### src/rtl/alu_share_arbiter.sv
// Round-robin arbiter that time-shares one combinational mini_alu between NUM_REQ requesters,
// returning tagged results on a single response channel and owning the icc flag register.
module alu_share_arbiter #(
  parameter int          NUM_REQ  = 2,
  parameter logic [3:0]  CC_RESET = 4'b0000,
  localparam int         ID_W     = $clog2(NUM_REQ)
) (
  input  logic                   clk,
  input  logic                   rst_n,
  input  logic [NUM_REQ-1:0]     req_valid,
  output logic [NUM_REQ-1:0]     req_ready,
  input  logic [NUM_REQ*32-1:0]  req_a,
  input  logic [NUM_REQ*32-1:0]  req_b,
  input  logic [NUM_REQ*4-1:0]   req_op,
  input  logic [NUM_REQ-1:0]     req_setcc,
  input  logic [NUM_REQ-1:0]     req_usec,
  output logic [31:0]            alu_a,
  output logic [31:0]            alu_b,
  output logic                   alu_cin,
  output logic [3:0]             alu_opcode,
  input  logic [31:0]            alu_y,
  input  logic [3:0]             alu_flags,
  output logic                   rsp_valid,
  input  logic                   rsp_ready,
  output logic [ID_W-1:0]        rsp_id,
  output logic [31:0]            rsp_y,
  output logic [3:0]             rsp_flags,
  output logic [3:0]             icc
);

  localparam int IDX_W = ID_W + 1;

  typedef enum logic [1:0] {IDLE, EXEC, RESP} state_t;

  state_t            state_reg;
  logic [ID_W-1:0]   last_grant_reg;
  logic [ID_W-1:0]   id_reg;
  logic [31:0]       a_reg;
  logic [31:0]       b_reg;
  logic [3:0]        op_reg;
  logic              setcc_reg;
  logic              cin_reg;
  logic              rsp_valid_reg;
  logic [31:0]       rsp_y_reg;
  logic [3:0]        rsp_flags_reg;
  logic [3:0]        icc_reg;

  logic [31:0]       a_arr  [NUM_REQ];
  logic [31:0]       b_arr  [NUM_REQ];
  logic [3:0]        op_arr [NUM_REQ];

  logic [ID_W-1:0]   grant_next;
  logic              grant_found;
  logic [IDX_W-1:0]  idx;
  logic              accept;

  generate
    for (genvar gi = 0; gi < NUM_REQ; gi++) begin : g_unpack
      assign a_arr[gi]  = req_a[32*gi +: 32];
      assign b_arr[gi]  = req_b[32*gi +: 32];
      assign op_arr[gi] = req_op[4*gi +: 4];
    end
  endgenerate

  // Search starts one past the last winner so every requester gets a turn.
  always_comb begin
    grant_found = 1'b0;
    grant_next  = '0;
    idx         = '0;
    for (int i = 0; i < NUM_REQ; i++) begin
      idx = {1'b0, last_grant_reg} + IDX_W'(i) + IDX_W'(1);
      if (idx >= IDX_W'(NUM_REQ)) begin
        idx = idx - IDX_W'(NUM_REQ);
      end
      if (!grant_found && req_valid[idx[ID_W-1:0]]) begin
        grant_found = 1'b1;
        grant_next  = idx[ID_W-1:0];
      end
    end
  end

  always_comb begin
    req_ready = '0;
    if (rst_n && (state_reg == IDLE) && grant_found) begin
      req_ready = NUM_REQ'(1) << grant_next;
    end
  end

  assign accept = |(req_valid & req_ready);

  always_ff @(posedge clk) begin
    if (!rst_n) begin
      state_reg      <= IDLE;
      last_grant_reg <= ID_W'(NUM_REQ - 1);
      id_reg         <= '0;
      a_reg          <= '0;
      b_reg          <= '0;
      op_reg         <= '0;
      setcc_reg      <= 1'b0;
      cin_reg        <= 1'b0;
      rsp_valid_reg  <= 1'b0;
      rsp_y_reg      <= '0;
      rsp_flags_reg  <= '0;
      icc_reg        <= CC_RESET;
    end else begin
      case (state_reg)
        IDLE: begin
          if (accept) begin
            a_reg          <= a_arr[grant_next];
            b_reg          <= b_arr[grant_next];
            op_reg         <= op_arr[grant_next];
            setcc_reg      <= req_setcc[grant_next];
            // icc is settled in IDLE, so sampling it here equals the value seen during EXEC.
            cin_reg        <= req_usec[grant_next] & icc_reg[0];
            id_reg         <= grant_next;
            last_grant_reg <= grant_next;
            state_reg      <= EXEC;
          end
        end
        EXEC: begin
          rsp_y_reg     <= alu_y;
          rsp_flags_reg <= alu_flags;
          if (setcc_reg) begin
            icc_reg <= alu_flags;
          end
          rsp_valid_reg <= 1'b1;
          state_reg     <= RESP;
        end
        RESP: begin
          if (rsp_ready) begin
            rsp_valid_reg <= 1'b0;
            state_reg     <= IDLE;
          end
        end
        default: begin
          rsp_valid_reg <= 1'b0;
          state_reg     <= IDLE;
        end
      endcase
    end
  end

  // ALU inputs come straight from the operand latches, so they stay put between operations.
  assign alu_a      = a_reg;
  assign alu_b      = b_reg;
  assign alu_cin    = cin_reg;
  assign alu_opcode = op_reg;

  assign rsp_valid  = rsp_valid_reg;
  assign rsp_id     = id_reg;
  assign rsp_y      = rsp_y_reg;
  assign rsp_flags  = rsp_flags_reg;
  assign icc        = icc_reg;

endmodule

### config.mk
export PLATFORM = sky130hd
export DESIGN_NAME = alu_share_arbiter
export DESIGN_NICKNAME = d
export VERILOG_FILES = /design/src/rtl/alu_share_arbiter.sv
export SDC_FILE = /design/constraint.sdc
export NUM_CORES = 1
export LEC_CHECK = 0
export CAP_MARGIN = 20
export CORE_AREA = 2 2 115 117
export DETAILED_ROUTE_END_ITERATION = 8
export DIE_AREA = 0 0 117 119
export GPL_ROUTABILITY_DRIVEN = 0
export PLACE_DENSITY = 0.79
export SETUP_SLACK_MARGIN = 0.1
export SLEW_MARGIN = 25
export SYNTH_ARGS = -nofsm -noshare
export SYNTH_HDL_FRONTEND = slang
export SYNTH_SLANG_ARGS = --single-unit
### constraint.sdc
create_clock -name clk -period 2.2 [get_ports clk]
set_input_delay 0.33 -clock clk [delete_from_list [all_inputs] [get_ports clk]]
set_output_delay 0.33 -clock clk [all_outputs]
set_load 0.01 [all_outputs]
==> results_dict.tcl, run 1 <==
set metrics [dict create \
    syn_to_final_growth_pct 78.8 \
    path_clk_slew_ps 50 \
    synth_top_area_cell "dfxtp_1" \
    critPathSlowestCell "clkdlybuf4s50_1" \
    clock_latency_ps 410 \
    firstDrtPassIters 5 \
    hold_depth 2 \
    synth_most_common_cell "dfxtp_1" \
    die_w_um 117 \
    hold_buffers 0 \
    synth_cell_type_count 28 \
    postRouteAntennaNets 0 \
    yosys-top-cells-area "dfxtp_1 (50%), a221o_1 (15%), nor3_1 (7.5%)" \
    drc 0 \
    synthFlopType "dfxtp_1" \
    hp-class "flop to flop" \
    setup_viol 0 \
    fin_crit_sh 0.918 \
    ir_drop_v 0.000528 \
    fin_skew_ps 6.75 \
    first_iter_violations 381 \
    synth_edf_count 0 \
    status "completed" \
    avgRoutedWirePerCell_um 16.2 \
    grt-ovfl-total 0 \
    grt_use_met1 0.241 \
    r2r_cells 4 \
    end_kind "output port" \
    dieArea_sq_mm 0.0139 \
    htree_levels 4 \
    hold_ws_ps 450 \
    placedCellCount 946 \
    p_leak_nw 3.31 \
    dpl_cell_area_sq_mm 0.00764 \
    worstPathArrival_ps 1690 \
    stdcell_area_sq_mm 0.00823 \
    syn_area_sq_mm 0.00460 \
    syn_area_per_cell_sq_um 9.03 \
    diodes 0 \
    grt_pass1_vias 4957 \
    synth.net_count 691 \
    crit_type "input pin to output port" \
    rows 42 \
    routed_via_density 5.04 \
    power.density_mw_per_mm2 782 \
    maxCapViolations 0 \
    stdcell_count 978 \
    io_pins 294 \
    path_cells "clkdlybuf4s50_1 -> or3b_4 -> nor3b_4 -> clkdlybuf4s15_1" \
    yosysWarningCount 0 \
    vias 4932 \
    critical_path_peak_fanout 3 \
    synth-async-reset-ratio 0 \
    preCtsSetupSlack_ps -200 \
    layout_setup_ws_ps 179 \
    crit_buf_inv 2 \
    tritoncts "built" \
    drive_gt1_frac 0.0586 \
    rsz0062_at_grt "false" \
    ys_seq_elements 115 \
    cts_root_buf "clkbuf_16" \
    top_usage_layer "met2" \
    place_hpwl_um 11400 \
    max_freq_ghz 0.495 \
    die-height_um 119 \
    slowest_delay_ps 470 \
    hold_violations 0 \
    totalWireLength_um 15900 \
    clockBufferDepth 2 \
    finalNetCount 970 \
    antenna_found_initial 0 \
    grt_max_degree 71 \
    met3_usage 0.0667 \
    grt_use_total 0.225 \
    critPathRequiredTime_ps 1870 \
    grt_pass1_wl_um 24500 \
    startpoint_type "input pin" \
    place.port_buffers 293 \
    cts_setup_buffers 0 \
    clkSinkCount 115 \
    cts-buffers-inserted 17 \
    synthTopCellsByCount "dfxtp_1 (115), nand2_1 (77), a221o_1 (69), inv_1 (69), nor3_1 (69)" \
    tightest_slew_ps 746 \
    synth_top_area_frac 0.500 \
    timing.final.crit_period_ps 2020 \
    slew_headroom 0.503 \
    report.final.slew_viol_count 0 \
    core_sq_mm 0.0129 \
    syn_inst 510 \
    crit_family "buffers and inverters" \
    yosysSeqAreaShare 0.500 \
    use_met2 0.395 \
    start_util 0.358 \
    crit_cells 4 \
]
## worst paths after layout
path	startpoint	to	slack, ps
worst min-delay path	rsp_y[23]$_SDFFE_PN0P_	rsp_y[23]$_SDFFE_PN0P_	450
worst max-delay path	rst_n	req_ready[0]	180
worst min register to register	rsp_y[23]$_SDFFE_PN0P_	rsp_y[23]$_SDFFE_PN0P_	450
worst max register to register	state_reg[1]$_SDFFE_PN0P_	alu_b[28]$_SDFFE_PN0P_	260
## repair_timing
action,CTS,global route
resized for setup,2,1
setup endpoints to repair,2,1
hold endpoints to repair,0,0
## cell families (layout without fill, tap and decap cells)
| logic type | count (synthesis) | after routing | synth area share |
|---|---|---|---|
| flip-flops | 115 | 115 | 0.500 |
| multiplexers | 1 | 1 | 0.00217 |
| buffers and inverters | 114 | 406 | 0.108 |
| AO/OA/AOI/OAI | 117 | 117 | 0.228 |
| AND/OR/NAND/NOR | 163 | 163 | 0.163 |
## where the power goes
group	internal (mW)	total [mW]	switching (mW)
combinational	0.776	1.30	0.519
clock	1.82	2.75	0.928
sequential	2.28	2.39	0.113
## cell type report
| type | count | area, sq um |
|---|---|---|
| repair buffers | 305 | 3050 |
| fillers | 1044 | 4640 |
| clock buffers | 21 | 460 |
| inverters | 69 | 259 |
| flip-flops and latches | 115 | 2300 |
| multi-input cells | 281 | 1810 |
| well taps | 176 | 220 |
| clock inverters | 11 | 134 |
## metrics by stage
step,TNS [ps],total power [mW],utilization
after floorplan,0,2.92,-
after global placement,-12340,3.69,0.593
after detailed placement,-12530,3.73,0.593
after CTS,0,6.49,0.639
after global routing,0,6.70,0.639
final,0,6.44,0.639
## worst min-delay path: cells and delay by family, from the launching register on
kind / cells / cell delay [ps]
flip-flops: 1 / 300
AND/OR/NAND/NOR: 1 / 50
AO/OA/AOI/OAI: 1 / 50
## cell usage in the layout (no fill, tap or decap)
cell type / n
clkdlybuf4s50_1: 291
dfxtp_1: 115
nand2_1: 77
inv_1: 69
nor3_1: 69
a221o_1: 69
a21boi_1: 22
a21boi_0: 18
clkbuf_16: 17
buf_4: 10
clkinv_2: 7
nor2_1: 4
nand3_1: 4
bufinv_16: 3
nor2b_1: 2
nand3b_1: 2
clkbuf_8: 2
clkbuf_1: 2
buf_12: 2
or3b_4: 1
nor3b_4: 1
a21bo_2: 1
o31a_2: 1
nor2b_2: 1
nand2b_1: 1
a21oi_1: 1
o21ai_1: 1
a21o_1: 1
mux2i_1: 1
or3b_1: 1
o22ai_1: 1
o21ai_0: 1
o211a_1: 1
clkinv_4: 1
clkdlybuf4s15_1: 1
dlygate4sd2_1: 1
## per-layer routing
| metal | share of wire | wire length [um] |
|---|---|---|
| met5 | 0 | 0 |
| met4 | 0.036 | 575 |
| met3 | 0.085 | 1340 |
| met2 | 0.51 | 8090 |
| met1 | 0.37 | 5850 |
(Power assumes the default switching activity.)
==> run 2, diff against run 1 <==
--- a/config.mk
+++ b/config.mk
@@ -5,7 +5,7 @@
 export SDC_FILE = /design/constraint.sdc
 export NUM_CORES = 1
 export LEC_CHECK = 0
-export CAP_MARGIN = 20
+export CAP_MARGIN = 5
 export CORE_AREA = 2 2 115 117
 export DETAILED_ROUTE_END_ITERATION = 8
 export DIE_AREA = 0 0 117 119
==> results of run 2 <==
Final layout, timing and power as in run 1 (identical DEF).
==> run 3, diff against run 2 <==
--- a/config.mk
+++ b/config.mk
@@ -7,6 +7,7 @@
 export LEC_CHECK = 0
 export CAP_MARGIN = 5
 export CORE_AREA = 2 2 115 117
+export CTS_CLUSTER_SIZE = 16
 export DETAILED_ROUTE_END_ITERATION = 8
 export DIE_AREA = 0 0 117 119
 export GPL_ROUTABILITY_DRIVEN = 0
==> results of run 3 <==
Final layout, timing and power as in run 1 (identical DEF).
